`config.mk`:
```
export PLATFORM = sky130hd
export DESIGN_NAME = exu_fpu_wb_ctl
export DESIGN_NICKNAME = d
export VERILOG_FILES = /design/src/rtl/exu_fpu_wb_ctl.sv
export SDC_FILE = /design/constraint.sdc
export NUM_CORES = 1
export LEC_CHECK = 0
export CAP_MARGIN = 25
export CORE_MARGIN = 2
export CORE_UTILIZATION = 53
export CTS_BUF_LIST = sky130_fd_sc_hd__clkbuf_4 sky130_fd_sc_hd__clkbuf_8
export DETAILED_ROUTE_END_ITERATION = 10
export DONT_BUFFER_PORTS = 1
export PLACE_DENSITY = 0.68
export SLEW_MARGIN = 20
export SYNTH_ARGS = -nofsm -noshare
export SYNTH_HDL_FRONTEND = slang
export SYNTH_SLANG_ARGS = --single-unit
```
`constraint.sdc`:
```
create_clock -name clk -period 4.8 [get_ports clk]
set_input_delay 0.48 -clock clk [delete_from_list [all_inputs] [get_ports clk]]
set_output_delay 0.48 -clock clk [all_outputs]
set_load 0.1 [all_outputs]
```
`src/rtl/exu_fpu_wb_ctl.sv`:
```
// FPU writeback buffer and floating-point CSR state (frm, fflags).
// Completed results are queued here, drained to the FP regfile, and their flags are accrued when they pop.
module exu_fpu_wb_ctl #(
  parameter int DEPTH = 2,
  parameter int RDW   = 5
) (
  input  logic                       clk,
  input  logic                       rst,
  input  logic                       in_valid,
  output logic                       in_ready,
  input  logic [31:0]                in_result,
  input  logic [RDW-1:0]             in_rd,
  input  logic [4:0]                 in_status,
  input  logic                       flush,
  output logic                       wb_valid,
  input  logic                       wb_ready,
  output logic [31:0]                wb_data,
  output logic [RDW-1:0]             wb_rd,
  input  logic                       csr_wen,
  input  logic [11:0]                csr_addr,
  input  logic [31:0]                csr_wdata,
  output logic [31:0]                csr_rdata,
  output logic [2:0]                 frm,
  output logic [4:0]                 fflags,
  output logic [$clog2(DEPTH):0]     count
);

  localparam int PW = $clog2(DEPTH);
  localparam int CW = PW + 1;

  localparam logic [11:0] ADDR_FFLAGS = 12'h001;
  localparam logic [11:0] ADDR_FRM    = 12'h002;
  localparam logic [11:0] ADDR_FCSR   = 12'h003;

  logic [31:0]    result_mem [DEPTH];
  logic [RDW-1:0] rd_mem     [DEPTH];
  logic [4:0]     status_mem [DEPTH];

  logic [PW-1:0] wr_ptr_reg;
  logic [PW-1:0] rd_ptr_reg;
  logic [CW-1:0] count_reg;
  logic [CW-1:0] count_next;
  logic [4:0]    fflags_reg;
  logic [4:0]    fflags_next;
  logic [2:0]    frm_reg;
  logic [2:0]    frm_next;
  logic          push;
  logic          pop;
  logic          unused_wdata;

  // Upper write-data bits have no architectural home.
  assign unused_wdata = ^csr_wdata[31:8];

  assign in_ready = ~rst & ~flush & (count_reg != CW'(DEPTH));
  assign wb_valid = ~rst & ~flush & (count_reg != '0);
  assign push     = in_valid & in_ready;
  assign pop      = wb_valid & wb_ready;

  assign wb_data  = result_mem[rd_ptr_reg];
  assign wb_rd    = rd_mem[rd_ptr_reg];
  assign frm      = frm_reg;
  assign fflags   = fflags_reg;
  assign count    = count_reg;

  always_comb begin
    count_next = count_reg;
    case ({push, pop})
      2'b10:   count_next = count_reg + CW'(1);
      2'b01:   count_next = count_reg - CW'(1);
      default: count_next = count_reg;
    endcase
  end

  // A CSR write to the flag field overrides accrual from a same-cycle pop.
  always_comb begin
    fflags_next = fflags_reg;
    frm_next    = frm_reg;
    if (pop)
      fflags_next = fflags_reg | status_mem[rd_ptr_reg];
    if (csr_wen) begin
      case (csr_addr)
        ADDR_FFLAGS: fflags_next = csr_wdata[4:0];
        ADDR_FRM:    frm_next    = csr_wdata[2:0];
        ADDR_FCSR: begin
          frm_next    = csr_wdata[7:5];
          fflags_next = csr_wdata[4:0];
        end
        default: ;
      endcase
    end
  end

  always_comb begin
    csr_rdata = 32'h0;
    case (csr_addr)
      ADDR_FFLAGS: csr_rdata = {27'b0, fflags_reg};
      ADDR_FRM:    csr_rdata = {29'b0, frm_reg};
      ADDR_FCSR:   csr_rdata = {24'b0, frm_reg, fflags_reg};
      default:     csr_rdata = 32'h0;
    endcase
  end

  always_ff @(posedge clk) begin
    if (push) begin
      result_mem[wr_ptr_reg] <= in_result;
      rd_mem[wr_ptr_reg]     <= in_rd;
      status_mem[wr_ptr_reg] <= in_status;
    end
  end

  always_ff @(posedge clk) begin
    if (rst) begin
      wr_ptr_reg <= '0;
      rd_ptr_reg <= '0;
      count_reg  <= '0;
      fflags_reg <= '0;
      frm_reg    <= '0;
    end else begin
      if (flush) begin
        wr_ptr_reg <= '0;
        rd_ptr_reg <= '0;
        count_reg  <= '0;
      end else begin
        if (push)
          wr_ptr_reg <= wr_ptr_reg + PW'(1);
        if (pop)
          rd_ptr_reg <= rd_ptr_reg + PW'(1);
        count_reg <= count_next;
      end
      fflags_reg <= fflags_next;
      frm_reg    <= frm_next;
    end
  end

endmodule

```
==> run metrics <==
Final nets 345; dpl cells 339; YS warnings 0; leak pwr 1.37 nW; vias after detailed routing 1885; Avg Inst Size Synth 16.2 um^2; routed wl met2 between 3000 and 4000 um; cells along the critical path or4_4 > or4_4 > nor2_4 > and3_1; Routed WL per cell 17.9 um; drt first pass iters 4; Pwr Density approximately 370 nW/um^2; fin crit period roughly 3 ns; commonest non-fill, non-tap cell in the layout edfxtp_1; Yosys cell types 30; biggest cell delay along the critical path 0.81 ns; Fin. Hold Viols 0; PnR Total Power about 1.6 mW; Die Y 90.5 um; later-pin clock latency in the skew report ~0.35 ns; worst-margin pin slew between 1 and 1.5 ns; met3 wire length 533 um; fin crit share 63.8%; clock-pin slew on the worst setup and hold paths approximately 0.09 ns; total gr overflow 0; drt drc 0; Design Area, Final 4210 um^2; chip width approximately 90 um; max FFs per register 64; PostCTS Resize Cnt 0; Clock Skews between 0.006 and 0.007 ns; Max Cap Viol 0; met1 wire length roughly 2500 um; CORE AREA 7250 um^2; # hold bufs at CTS 0; Layout Cells excl Fill around 360; Port Buf Inserts 0; routed vias/inst 5.31; Final setup viols 0; htree depth 3; Synth area leader edfxtp_1; diodes inserted 0; total CTS buffers 9; GPL Wtd Cong 0.751; layout overhead on the synthesized area 6.35%; All-Layer GR Usage 15.7%; maximum VDD drop 0.205 mV; Post-Place Setup Slack about 1.7 ns; fin worst setup slack 1.74 ns; highest routed layer met4; Slew Limit Fails 0; largest net degree at the start of global routing 43; first-pass GRT wire length 9710 um; postcts setup bufs 0; Worst EP arrival 2.58 ns; endpoint class of the critical path primary output; CP Max Fanout 5; crit path launch type primary input; Crit path max-delay family simple AND/OR/NAND/NOR gates; Mapped Area 3960 um^2; most frequent cells in the layout edfxtp_1, mux2_2, conb_1, nor2_1, dfxtp_1; largest register by flop count result_mem; 1st-iter DRT viols 53; CTS tree yes; critical path type in2out; Antenna Nets Post-Route 0; post-synthesis sequential area ratio a little over two thirds; initial antenna violation count 0; top post-synthesis cells by area edfxtp_1, mux2_2, dfxtp_1, buf_4, nor2_1; outcome finished clean; final core occ 58.1%; IO Pins 173; area share of the largest cell type after synthesis a little under two thirds; biggest regs result_mem x64, rd_mem x10, status_mem x10; Clock Root Buffer clkbuf_8; crit-path most repeated cell or4_4; WL final 6350 um; Rel. slew slack 26.6%; vias in the first global route 1935; post-place instance area between 4000 and 5000 um^2; critical path's slowest cell and3_1; final hold slack 0.190 ns; layout cells sized above 1 a little under a third; deepest clock path buffer count 2; Die Area just over 8000 um^2; f_max 0.326 GHz; num rows 31; CTS sink cnt 97; critical path required time 4.32 ns; Final TNS setup 0 ns; RSZ-0062 raised after global routing false; hold crit path type in2reg; flops & latches, synth 97; Initial Util 54.6%; Bufs and invs on worst path 0; hpwl dp 4260 um; Cells after Synth 245
path summary, 6_finish.rpt:
check	depth (start not counted)	to	from	slack, ns
worst max-delay path	4	csr_rdata[5]	csr_addr[2]	1.74
worst min register to register	2	flip-flop	rd_ptr_reg	0.54
worst min-delay path	1	frm[2]	rst	0.19
worst max register to register	5	result_mem[1][28]	count[0]	1.74
area by class of cell:
class / count / area [um^2]
clock buffers: 9 / 124
clock inverters: 6 / 43.8
fillers: 594 / 3040
inverters: 4 / 15.0
multi-input cells: 135 / 1060
flip-flops and latches: 97 / 2780
well taps: 99 / 124
repair buffers: 5 / 57.6
logic make-up (layout without fill, tap and decap cells):
| family | count (synthesis) | count (layout) | share of synthesized area (%) |
|---|---|---|---|
| flops | 97 | 97 | 70.2 |
| mux | 48 | 48 | 13.6 |
| simple gates | 46 | 46 | 7.20 |
| buf+inv | 36 | 24 | 5.78 |
| compound gates | 12 | 12 | 1.93 |
| xor+xnor | 4 | 4 | 0.885 |
| fa+ha+maj | 1 | 1 | 0.316 |
| other cells | 1 | 24 | 0.0947 |
Yosys cell counts:
master and instances:
inv_1 4, mux2_2 45, nor2_4 1, buf_2 3
a211oi_1 5, a211o_1 1, or4_1 1, or4_4 2
mux2i_1 3, xor2_1 1, and3_1 6, ha_1 1
and2_1 2, clkbuf_1 5, o21ai_0 1, nand3b_1 2
conb_1 1, xnor2_1 3, nor4_2 1, nor3_1 5
nor3b_2 1, nor4_4 1, or3_1 2, a21oi_1 5
edfxtp_1 84, or4bb_1 1, buf_4 24, or2_2 2
dfxtp_1 13, nor2_1 19
layer usage:
| layer | global-route usage (%) | vias up |
|---|---|---|
| met1 | 17.3 | 922 |
| met2 | 26.2 | 76 |
| li1 | - | 881 |
| met4 | 6.92 | 0 |
| met3 | 7.10 | 6 |
| met5 | 0 | - |
power by group:
group          internal (mW)  total [mW]  switching, mW
Clock                  0.189       0.455          0.266
Combinational         0.0163       0.184          0.168
Sequential             0.929       0.935        0.00592
Total                   1.13        1.57          0.440
worst register-to-register path, stage by stage, from the launching register on:
cell and delay, ns:
dfxtp_1 0.97, buf_4 0.27, inv_1 0.07, a211o_1 0.41, nor2_4 0.65, buf_4 0.39
(Power assumes the default switching activity.)
